==> src/rtl/core_pkg.sv <==
// Shared core definitions for the instruction memory path.
// Contents: datapath widths, the NOP encoding, the read-slot owner and arbiter
// state encodings, the imem request payload, and a counter-width helper.
package core_pkg;

    localparam int unsigned PC_WIDTH    = 32;
    localparam int unsigned INSTR_WIDTH = 32;
    localparam logic [INSTR_WIDTH-1:0] INSTR_NOP = 32'h0000_0013;

    typedef enum logic [1:0] {
        OWN_NONE = 2'd0,
        OWN_IFU  = 2'd1,
        OWN_LDR  = 2'd2
    } imem_owner_e;

    typedef enum logic [1:0] {
        S_IFU   = 2'd0,
        S_LDR   = 2'd1,
        S_YIELD = 2'd2
    } imem_arb_state_e;

    // One imem port access
    typedef struct packed {
        logic                   en;
        logic                   we;
        logic [PC_WIDTH-1:0]    addr;
        logic [INSTR_WIDTH-1:0] wdata;
    } imem_req_t;

    // Width of a counter holding 0..n-1 (at least one bit)
    function automatic int unsigned cnt_width(input int unsigned n);
        return (n > 1) ? $clog2(n) : 1;
    endfunction

endpackage

==> src/rtl/imem_port_arbiter_if.sv <==
// Bus bundle around the imem port arbiter.
// Groups the IFU fetch side (ifu_*), the loader/debug side (ldr_*) and the
// imem macro side (mem_*). The slave modport is the arbiter's view; the master
// modport is the view of the surrounding logic (IFU, loader and memory).
interface imem_port_arbiter_if;
    import core_pkg::*;

    logic                   ifu_req;
    logic [PC_WIDTH-1:0]    ifu_addr;
    logic                   ifu_hold;
    logic                   ifu_stall;
    logic [INSTR_WIDTH-1:0] ifu_instr;

    logic                   ldr_vld;
    logic                   ldr_rdy;
    logic                   ldr_we;
    logic [PC_WIDTH-1:0]    ldr_addr;
    logic [INSTR_WIDTH-1:0] ldr_wdata;
    logic                   ldr_rvld;
    logic [INSTR_WIDTH-1:0] ldr_rdata;

    logic                   mem_en;
    logic                   mem_we;
    logic [PC_WIDTH-1:0]    mem_addr;
    logic [INSTR_WIDTH-1:0] mem_wdata;
    logic [INSTR_WIDTH-1:0] mem_rdata;

    modport slave (
        input  ifu_req, ifu_addr,
        output ifu_hold, ifu_stall, ifu_instr,
        input  ldr_vld, ldr_we, ldr_addr, ldr_wdata,
        output ldr_rdy, ldr_rvld, ldr_rdata,
        output mem_en, mem_we, mem_addr, mem_wdata,
        input  mem_rdata
    );

    modport master (
        output ifu_req, ifu_addr,
        input  ifu_hold, ifu_stall, ifu_instr,
        output ldr_vld, ldr_we, ldr_addr, ldr_wdata,
        input  ldr_rdy, ldr_rvld, ldr_rdata,
        input  mem_en, mem_we, mem_addr, mem_wdata,
        output mem_rdata
    );

endinterface

==> src/rtl/imem_arb_fsm.sv <==
// Ownership sequencer for the shared imem port.
// Ports: clk, rst (sync, active-high), ldr_vld (loader beat pending),
//        grant_ldr (the port belongs to the loader this cycle).
// In the loader state every valid beat is accepted; a full burst of MAX_BURST
// beats forces YIELD_CYCLES IFU-owned cycles, a partial burst returns at once.
module imem_arb_fsm
    import core_pkg::*;
#(
    parameter int unsigned MAX_BURST    = 8,
    parameter int unsigned YIELD_CYCLES = 4
) (
    input  logic clk,
    input  logic rst,
    input  logic ldr_vld,
    output logic grant_ldr
);

    localparam int unsigned BEAT_W  = cnt_width(MAX_BURST);
    localparam int unsigned YIELD_W = cnt_width(YIELD_CYCLES);

    localparam logic [1:0] ST_IFU   = S_IFU;
    localparam logic [1:0] ST_LDR   = S_LDR;
    localparam logic [1:0] ST_YIELD = S_YIELD;

    logic [1:0]         state_q,     state_d;
    logic [BEAT_W-1:0]  beat_cnt_q,  beat_cnt_d;
    logic [YIELD_W-1:0] yield_cnt_q, yield_cnt_d;

    // State and counter registers
    always_ff @(posedge clk) begin
        if (rst) begin
            state_q     <= ST_IFU;
            beat_cnt_q  <= '0;
            yield_cnt_q <= '0;
        end else begin
            state_q     <= state_d;
            beat_cnt_q  <= beat_cnt_d;
            yield_cnt_q <= yield_cnt_d;
        end
    end

    // Next state; counters are cleared on every exit so they never wrap
    always_comb begin
        state_d     = state_q;
        beat_cnt_d  = beat_cnt_q;
        yield_cnt_d = yield_cnt_q;
        case (state_q)
            ST_IFU: begin
                if (ldr_vld) state_d = ST_LDR;
            end
            ST_LDR: begin
                if (!ldr_vld) begin
                    state_d    = ST_IFU;
                    beat_cnt_d = '0;
                end else if (beat_cnt_q == BEAT_W'(MAX_BURST - 1)) begin
                    state_d    = ST_YIELD;
                    beat_cnt_d = '0;
                end else begin
                    beat_cnt_d = beat_cnt_q + 1'b1;
                end
            end
            ST_YIELD: begin
                if (yield_cnt_q == YIELD_W'(YIELD_CYCLES - 1)) begin
                    yield_cnt_d = '0;
                    state_d     = ldr_vld ? ST_LDR : ST_IFU;
                end else begin
                    yield_cnt_d = yield_cnt_q + 1'b1;
                end
            end
            default: begin
                state_d     = ST_IFU;
                beat_cnt_d  = '0;
                yield_cnt_d = '0;
            end
        endcase
    end

    assign grant_ldr = (state_q == ST_LDR);

endmodule

==> src/rtl/imem_port_arbiter.sv <==
// Shares the single-port instruction memory between IFU fetch and the loader.
// Ports: clk, rst (sync, active-high), bus (imem_port_arbiter_if.slave:
//        ifu_* fetch side, ldr_* loader side, mem_* imem macro side).
// Optional: IMEM_ARB_PERF_EN adds perf_ldr_beats / perf_ifu_stall, saturating
// 32-bit counters of accepted loader beats and ifu_stall cycles.
// The imem port mux is combinational from the current owner; read data is
// routed by owner_q, which tags the 1-cycle-latency read slot.
module imem_port_arbiter
    import core_pkg::*;
#(
    parameter int unsigned MAX_BURST    = 8,
    parameter int unsigned YIELD_CYCLES = 4
) (
    input  logic                clk,
    input  logic                rst,
    imem_port_arbiter_if.slave  bus
`ifdef IMEM_ARB_PERF_EN
    ,
    output logic [31:0]         perf_ldr_beats,
    output logic [31:0]         perf_ifu_stall
`endif
);

    logic        grant_ldr;
    logic        ldr_sel;
    logic        ldr_acc;
    imem_req_t   mem_req;
    imem_owner_e owner_q, owner_d;

    imem_arb_fsm #(
        .MAX_BURST    (MAX_BURST),
        .YIELD_CYCLES (YIELD_CYCLES)
    ) u_fsm (
        .clk       (clk),
        .rst       (rst),
        .ldr_vld   (bus.ldr_vld),
        .grant_ldr (grant_ldr)
    );

    // Loader never owns the port while reset is asserted, even mid-burst
    assign ldr_sel = grant_ldr & ~rst;
    assign ldr_acc = ldr_sel & bus.ldr_vld;

    // Port mux
    always_comb begin
        mem_req = '0;
        if (ldr_sel) begin
            mem_req.en    = bus.ldr_vld;
            mem_req.we    = bus.ldr_we;
            mem_req.addr  = bus.ldr_addr;
            mem_req.wdata = bus.ldr_wdata;
        end else begin
            mem_req.en    = bus.ifu_req;
            mem_req.addr  = bus.ifu_addr;
        end
    end

    assign bus.mem_en    = mem_req.en;
    assign bus.mem_we    = mem_req.we;
    assign bus.mem_addr  = mem_req.addr;
    assign bus.mem_wdata = mem_req.wdata;
    assign bus.ldr_rdy   = ldr_sel;
    assign bus.ifu_hold  = ldr_sel;

    // Owner of the read slot issued this cycle
    always_comb begin
        owner_d = OWN_NONE;
        if (ldr_sel) begin
            if (bus.ldr_vld && !bus.ldr_we) owner_d = OWN_LDR;
        end else if (bus.ifu_req) begin
            owner_d = OWN_IFU;
        end
    end

    always_ff @(posedge clk) begin
        if (rst) owner_q <= OWN_NONE;
        else     owner_q <= owner_d;
    end

    // Read-data routing; data landing during reset is dropped
    assign bus.ifu_stall = rst | (owner_q != OWN_IFU);
    assign bus.ifu_instr = bus.ifu_stall ? INSTR_NOP : bus.mem_rdata;
    assign bus.ldr_rvld  = ~rst & (owner_q == OWN_LDR);
    assign bus.ldr_rdata = bus.mem_rdata;

`ifdef IMEM_ARB_PERF_EN
    // Saturating performance counters
    always_ff @(posedge clk) begin
        if (rst) begin
            perf_ldr_beats <= '0;
            perf_ifu_stall <= '0;
        end else begin
            if (ldr_acc && (perf_ldr_beats != 32'hFFFF_FFFF))
                perf_ldr_beats <= perf_ldr_beats + 32'd1;
            if (bus.ifu_stall && (perf_ifu_stall != 32'hFFFF_FFFF))
                perf_ifu_stall <= perf_ifu_stall + 32'd1;
        end
    end
`else
    logic unused_acc;
    assign unused_acc = ldr_acc;
`endif

endmodule
==> src/flat_wrapper.sv <==
// flat-port wrapper written by rule: the top's interface ports become plain ports
module imem_port_arbiter_flat import core_pkg::*;
#(
    parameter int unsigned MAX_BURST    = 8,
    parameter int unsigned YIELD_CYCLES = 4
)
  (clk, rst, bus_ifu_req, bus_ifu_addr, bus_ifu_hold, bus_ifu_stall, bus_ifu_instr, bus_ldr_vld, bus_ldr_we, bus_ldr_addr, bus_ldr_wdata, bus_ldr_rdy, bus_ldr_rvld, bus_ldr_rdata, bus_mem_en, bus_mem_we, bus_mem_addr, bus_mem_wdata, bus_mem_rdata);
  imem_port_arbiter_if bus_i ();
  input  logic clk;
  input  logic rst;
  input wire logic [$bits(bus_i.ifu_req)-1:0] bus_ifu_req;
  input wire logic [$bits(bus_i.ifu_addr)-1:0] bus_ifu_addr;
  output wire logic [$bits(bus_i.ifu_hold)-1:0] bus_ifu_hold;
  output wire logic [$bits(bus_i.ifu_stall)-1:0] bus_ifu_stall;
  output wire logic [$bits(bus_i.ifu_instr)-1:0] bus_ifu_instr;
  input wire logic [$bits(bus_i.ldr_vld)-1:0] bus_ldr_vld;
  input wire logic [$bits(bus_i.ldr_we)-1:0] bus_ldr_we;
  input wire logic [$bits(bus_i.ldr_addr)-1:0] bus_ldr_addr;
  input wire logic [$bits(bus_i.ldr_wdata)-1:0] bus_ldr_wdata;
  output wire logic [$bits(bus_i.ldr_rdy)-1:0] bus_ldr_rdy;
  output wire logic [$bits(bus_i.ldr_rvld)-1:0] bus_ldr_rvld;
  output wire logic [$bits(bus_i.ldr_rdata)-1:0] bus_ldr_rdata;
  output wire logic [$bits(bus_i.mem_en)-1:0] bus_mem_en;
  output wire logic [$bits(bus_i.mem_we)-1:0] bus_mem_we;
  output wire logic [$bits(bus_i.mem_addr)-1:0] bus_mem_addr;
  output wire logic [$bits(bus_i.mem_wdata)-1:0] bus_mem_wdata;
  input wire logic [$bits(bus_i.mem_rdata)-1:0] bus_mem_rdata;
  assign bus_i.ifu_req = bus_ifu_req;
  assign bus_i.ifu_addr = bus_ifu_addr;
  assign bus_ifu_hold = bus_i.ifu_hold;
  assign bus_ifu_stall = bus_i.ifu_stall;
  assign bus_ifu_instr = bus_i.ifu_instr;
  assign bus_i.ldr_vld = bus_ldr_vld;
  assign bus_i.ldr_we = bus_ldr_we;
  assign bus_i.ldr_addr = bus_ldr_addr;
  assign bus_i.ldr_wdata = bus_ldr_wdata;
  assign bus_ldr_rdy = bus_i.ldr_rdy;
  assign bus_ldr_rvld = bus_i.ldr_rvld;
  assign bus_ldr_rdata = bus_i.ldr_rdata;
  assign bus_mem_en = bus_i.mem_en;
  assign bus_mem_we = bus_i.mem_we;
  assign bus_mem_addr = bus_i.mem_addr;
  assign bus_mem_wdata = bus_i.mem_wdata;
  assign bus_i.mem_rdata = bus_mem_rdata;
  imem_port_arbiter #(.MAX_BURST(MAX_BURST), .YIELD_CYCLES(YIELD_CYCLES)) u_core (.clk(clk), .rst(rst), .bus(bus_i));
endmodule
==> config.mk <==
export PLATFORM = sky130hd
export DESIGN_NAME = imem_port_arbiter_flat
export DESIGN_NICKNAME = d
export VERILOG_FILES = /design/src/rtl/core_pkg.sv /design/src/rtl/imem_port_arbiter_if.sv /design/src/rtl/imem_arb_fsm.sv /design/src/rtl/imem_port_arbiter.sv /design/src/flat_wrapper.sv
export SDC_FILE = /design/constraint.sdc
export NUM_CORES = 1
export LEC_CHECK = 0
export ABC_CLOCK_PERIOD_IN_PS = 1700
export BUFFER_PORTS_ARGS = -buffer_cell sky130_fd_sc_hd__buf_2
export CAP_MARGIN = 10
export CORE_AREA = 2 2 104 106
export CTS_BUF_LIST = sky130_fd_sc_hd__clkbuf_2 sky130_fd_sc_hd__clkbuf_4 sky130_fd_sc_hd__clkbuf_8
export CTS_CLUSTER_DIAMETER = 150
export DETAILED_ROUTE_END_ITERATION = 12
export DIE_AREA = 0 0 106 108
export HOLD_SLACK_MARGIN = 0.15
export PLACE_DENSITY = 0.54
export SLEW_MARGIN = 20
export SYNTH_ARGS = -nofsm -noshare
export SYNTH_HDL_FRONTEND = slang
export SYNTH_HIERARCHICAL = 1
export SYNTH_SLANG_ARGS = --single-unit
==> constraint.sdc <==
create_clock -name clk -period 1.7 [get_ports clk]
set_input_delay 0.34 -clock clk [delete_from_list [all_inputs] [get_ports clk]]
set_output_delay 0.34 -clock clk [all_outputs]
set_load 0.05 [all_outputs]
# After elaboration in Yosys (flattened, before gate mapping)
# Cells that the tools add are included.
# totals
output_inout_bits	134
in_bits	133
wordCells	44
register_bits	9
# op_classes
n_mux	19
reduce_logical	6
n_eq_ne	9
bitwise_logic	4
add_sub_neg	2
# op_table
op	n
$mux 32	3
$mux 2	7
$eq 2x2->1 const B	3
$mux 3	2
$pmux 2 s3	1
$pmux 3 s2	1
$mux 1	4
$ne 2x2->1 const B	2
$pmux 2 s2	1
$reduce_or 2->1	2
$add 3x1->3 const B	1
$eq 3x3->1 const B	1
$ne 3x3->1 const B	1
$reduce_and 3->1	1
$add 2x1->2 const B	1
$and 1x1->1	2
$eq 2x1->1 const B	1
$logic_not 2->1	1
$ne 2x1->1 const B	1
$logic_and 1x1->1	1
$logic_not 1->1	1
$not 1->1	1
$or 1x1->1	1

# Logic depth before layout (Yosys ltp)
# depth
depth_word	4
depth_mapped	7
mapped_depth_nobuf	4

# Hierarchy
# The synthesis kept the hierarchy.
# modules_own_cells
module	seq_area_each_um2	n_inst	area_per_inst_um2	cells_each
imem_port_arbiter	40.0	1	1311.3	150
imem_arb_fsm	140.1	1	356.6	36

# Worst setup path before layout
# OpenSTA, ideal clock, no wires.
# synth_timing
path_kind	flip-flop to output port
startpoint	register u_core.u_fsm.state_q[0]
endpoint	output port bus_mem_wdata[22]
required_ps	1360
setup_slack_ps	-361
arrival_ps	1721
stages_incl_launch_ff	8
path_buffers	3
cell_sequence	dfxtp_1 > buf_2 > and2b_1 > nand2b_4 > buf_6 > inv_2 > buf_2 > and2_1
# synth_via
elab_chain_len	3
# synth_rtl
element	line	source
start: declaration	imem_arb_fsm.sv:25	logic [1:0] state_q, state_d;
start signal: assignment	imem_arb_fsm.sv:36	state_q <= state_d;
$eq 2x1->1	imem_arb_fsm.sv:78	assign grant_ldr = (state_q == ST_LDR);
named net u_core.grant_ldr	imem_port_arbiter.sv:24	logic grant_ldr;
$and 1x1->1	imem_port_arbiter.sv:41	assign ldr_sel = grant_ldr & ~rst;
named net bus_ifu_hold	flat_wrapper.sv:13	output wire logic [$bits(bus_i.ifu_hold)-1:0] bus_ifu_hold;
$mux 32	imem_port_arbiter.sv:47	if (ldr_sel) begin
end: declaration	flat_wrapper.sv:26	output wire logic [$bits(bus_i.mem_wdata)-1:0] bus_mem_wdata;
# The timed path passes the listed nets, and every way through them passes these cells.

# Worst setup path in the final report
# layout_timing
startpoint	register u_core.u_fsm.state_q[1]
endpoint	output port bus_mem_en
# layout_via
elab_chain_len	3
# layout_rtl
element	line	source
$eq 2x1->1	imem_arb_fsm.sv:78	
named net u_core.grant_ldr	imem_port_arbiter.sv:24	
$and 1x1->1	imem_port_arbiter.sv:41	
$mux 1	imem_port_arbiter.sv:47	
end: declaration	flat_wrapper.sv:23	output wire logic [$bits(bus_i.mem_en)-1:0] bus_mem_en;
# The timed path passes the listed nets, and every way through them passes these cells.

==> summary.txt <==
Floorplanning
  • Die span in x: 106 um
  • Die Height: 108 um
  • Die area: 11400 sq um
  • Num ports: 267
  • Starting Density: 0.163
  • Num rows: 37
  • CORE AREA: 10200 sq um

Synthesis
  • Synth Area in XOR/XNOR: 0
  • Mapped Cells: 186
  • Seq/Total Area, Yosys: 0.108
  • Syn Nets: 322
  • Synth Register Bits: 9
  • Simple-gate share of the synthesized area: 0.341
  • Post-synthesis compound-gate area fraction: 0.0323
  • Post-Synth Adder-Cell Area: 0.0225
  • Yosys warning total: 6
  • Synth cell types: 29
  • Post-synthesis mux area share: 0.288
  • Largest family of logic cells by synthesized area: simple AND/OR/NAND/NOR gates
  • Synthesized area: 1670 sq um
  • Synthesized area per cell: 8.97 sq um

Route
  • Drc violations: 0
  • Routed length per instance: 14.7 um
  • Drt first pass iters: 4
  • Routed wire length: 8350 um
  • Final ANT Viol Nets: 0
  • Via/cell ratio: 3.96
  • Via Count: 2248
  • Starting DRT DRC Count: 77

Clocking
  • Clk pin slew, worst setup/hold paths: 0.04 ns
  • Number of CTS-inserted buffers: 3
  • Htree depth: 1
  • Maximum buffer depth of the clock tree: 2
  • CTS tree: yes
  • Clk_lat worst skew: 0.24 ns
  • Clock sinks: 9
  • Hold_buf cts: 0
  • CTS root buf: clkbuf_8

Layout
  • Area grow syn2layout: 149%
  • Most common cell after layout, fill and taps aside: buf_2
  • Fill cells: 1036
  • Count of nets after finishing: 568
  • Most frequent cells in the layout: buf_2, buf_6, buf_8, and2_4, mux2_4
  • Layout cell share with drive strength beyond 1: 0.914

Status
  • Failing checks: setup timing
  • Status: finished, violations left

STA
  • Skew final: 0.00303 ns
  • RSZ-0062 raised after global routing: yes
  • WHS: 0.287 ns
  • Slew of the pin with the lowest slew margin: 0.274 ns
  • Final setup viols: 87
  • Fmax: 0.524 GHz
  • Worst setup margin: -0.210 ns
  • Worst slew margin: 0.819
  • Fin. max-slew vios: 0
  • Setup TNS: -12.76 ns
  • Final hold vios: 0
  • Fin crit period: 1.91 ns
  • Period utilization: 1.12

Worst setup path
  • Crit Path Class: flip-flop to output pin
  • Crit path capture type: output pin
  • Worst path required time: 1.36 ns
  • CP max FO: 4
  • CP Launch Type: flip-flop
  • Crit path DAT: 1.57 ns

Pwr
  • Max VDD drop: 0.178 mV
  • Overall Power: 1740 uW
  • Leakage: 0.00224 uW
  • Power Density: 419 nW/um^2

GRT
  • GR Overflow Total: 0
  • Global-route wire length before repair: 10800 um
  • Initial antenna violation count: 1
  • Vias in the first global route: 2098
  • Tot GR Track Use: 0.119
  • Largest net degree at the start of global routing: 34

Place
  • Routability Congestion: 0.752
  • Detail Placement HPWL: 6100 um
  • Pre-CTS setup slack: -0.0440 ns
  • IO Port Bufs: 266

Flow run
  • # Max-Cap Violations: 0

Hold path
  • HP Class: input port to flip-flop
[logic make-up (layout without fill, tap and decap cells)]
logic type | after synthesis | count (layout)
and+or+nand+nor | 85 | 85
buffers and inverters | 48 | 293
muxes | 33 | 33
DFF | 9 | 9
AOI/OAI and AO/OA | 8 | 8
adders and majority gates | 3 | 3
other | 0 | 1
[Yosys cell counts]
cell type | instances | area share
or4b_1 | 1 | 0.0060
buf_4 | 33 | 0.15
nand4b_1 | 2 | 0.011
and2_1 | 62 | 0.23
nand2b_1 | 6 | 0.023
nand2b_4 | 1 | 0.0083
dfxtp_1 | 9 | 0.11
inv_1 | 2 | 0.0045
nor2b_1 | 1 | 0.0038
mux2_4 | 29 | 0.26
nor3b_1 | 3 | 0.014
mux2_2 | 4 | 0.027
nand2_1 | 1 | 0.0022
inv_2 | 1 | 0.0022
and2b_1 | 1 | 0.0045
buf_8 | 2 | 0.018
o31ai_2 | 1 | 0.0075
or2b_1 | 1 | 0.0045
nand3b_1 | 1 | 0.0045
buf_2 | 4 | 0.012
or3b_1 | 3 | 0.016
or3b_2 | 1 | 0.0053
nor3b_2 | 1 | 0.0075
clkbuf_1 | 4 | 0.0090
a21oi_1 | 5 | 0.015
ha_1 | 3 | 0.023
o211a_1 | 1 | 0.0060
buf_6 | 2 | 0.014
o22ai_1 | 1 | 0.0038
[worst max-delay path, stage by stage, from the launching register on]
cell and delay, ns:
dfxtp_2 0.31, and2b_2 0.23, nand2b_4 0.09, buf_4 0.14, buf_6 0.11, mux2_4 0.30
buf_8 0.15
[registers in the layout, summed over array words and instances, names as in the netlist]
signal / count
u_core/owner_q: 2
u_core/u_fsm/beat_cnt_q: 3
u_core/u_fsm/state_q: 2
u_core/u_fsm/yield_cnt_q: 2
[final timing paths]
check / startpoint / end / slack (ns) / depth (start not counted)
worst max-delay path: u_core/u_fsm/state_q[1] / bus_mem_en / -0.21 / 6
worst min-delay path: bus_ldr_we / u_core/owner_q[1] / 0.29 / 2
worst max register to register: u_core/u_fsm/beat_cnt_q[0] / u_core/u_fsm/beat_cnt_q[1] / 0.26 / 4
worst min register to register: u_core/u_fsm/beat_cnt_q[2] / u_core/u_fsm/beat_cnt_q[2] / 0.47 / 2
[layer usage]
metal	routed length, um	global-route usage	part of all wire
met5	0	0	0
met4	165	0.0423	0.020
met2	4490	0.221	0.54
met3	811	0.0404	0.097
met1	2880	0.126	0.35
[power by group]
| group | switching, uW | internal, uW | leakage (uW) | total (uW) |
|---|---|---|---|---|
| Clock | 92.0 | 180 | 0.0000262 | 272 |
| Combinational | 726 | 521 | 0.00214 | 1250 |
| Sequential | 2.77 | 215 | 0.0000748 | 218 |
[cell type report]
type	count	area, sq um	area share
diodes	1	2.50	0.000603
repair buffers	286	2420	0.584
well taps	136	170	0.0410
flip-flops and latches	9	186	0.0449
multi-input cells	129	1300	0.314
clock buffers	4	48.8	0.0118
inverters	3	18.8	0.00452
[stage by stage]
step / util / cell area, sq um / std cells
CTS: 0.362 / 3700 / 560
floorplan: - / 1740 / 186
finish: 0.406 / 4150 / 568
detailed placement: 0.294 / 3010 / 553
global route: 0.405 / 4150 / 567
global placement: 0.294 / 3010 / 553
[timing repair]
item                                   in CTS  in global routing
gates resized for setup                   191                101
pin swaps                                   0                 22
buffers inserted                            1                  3
setup endpoints to repair                  98                 99
cloned                                      2                  4
endpoints found under the hold margin       0                  0
Note: power is estimated with default switching activity, not from simulation.
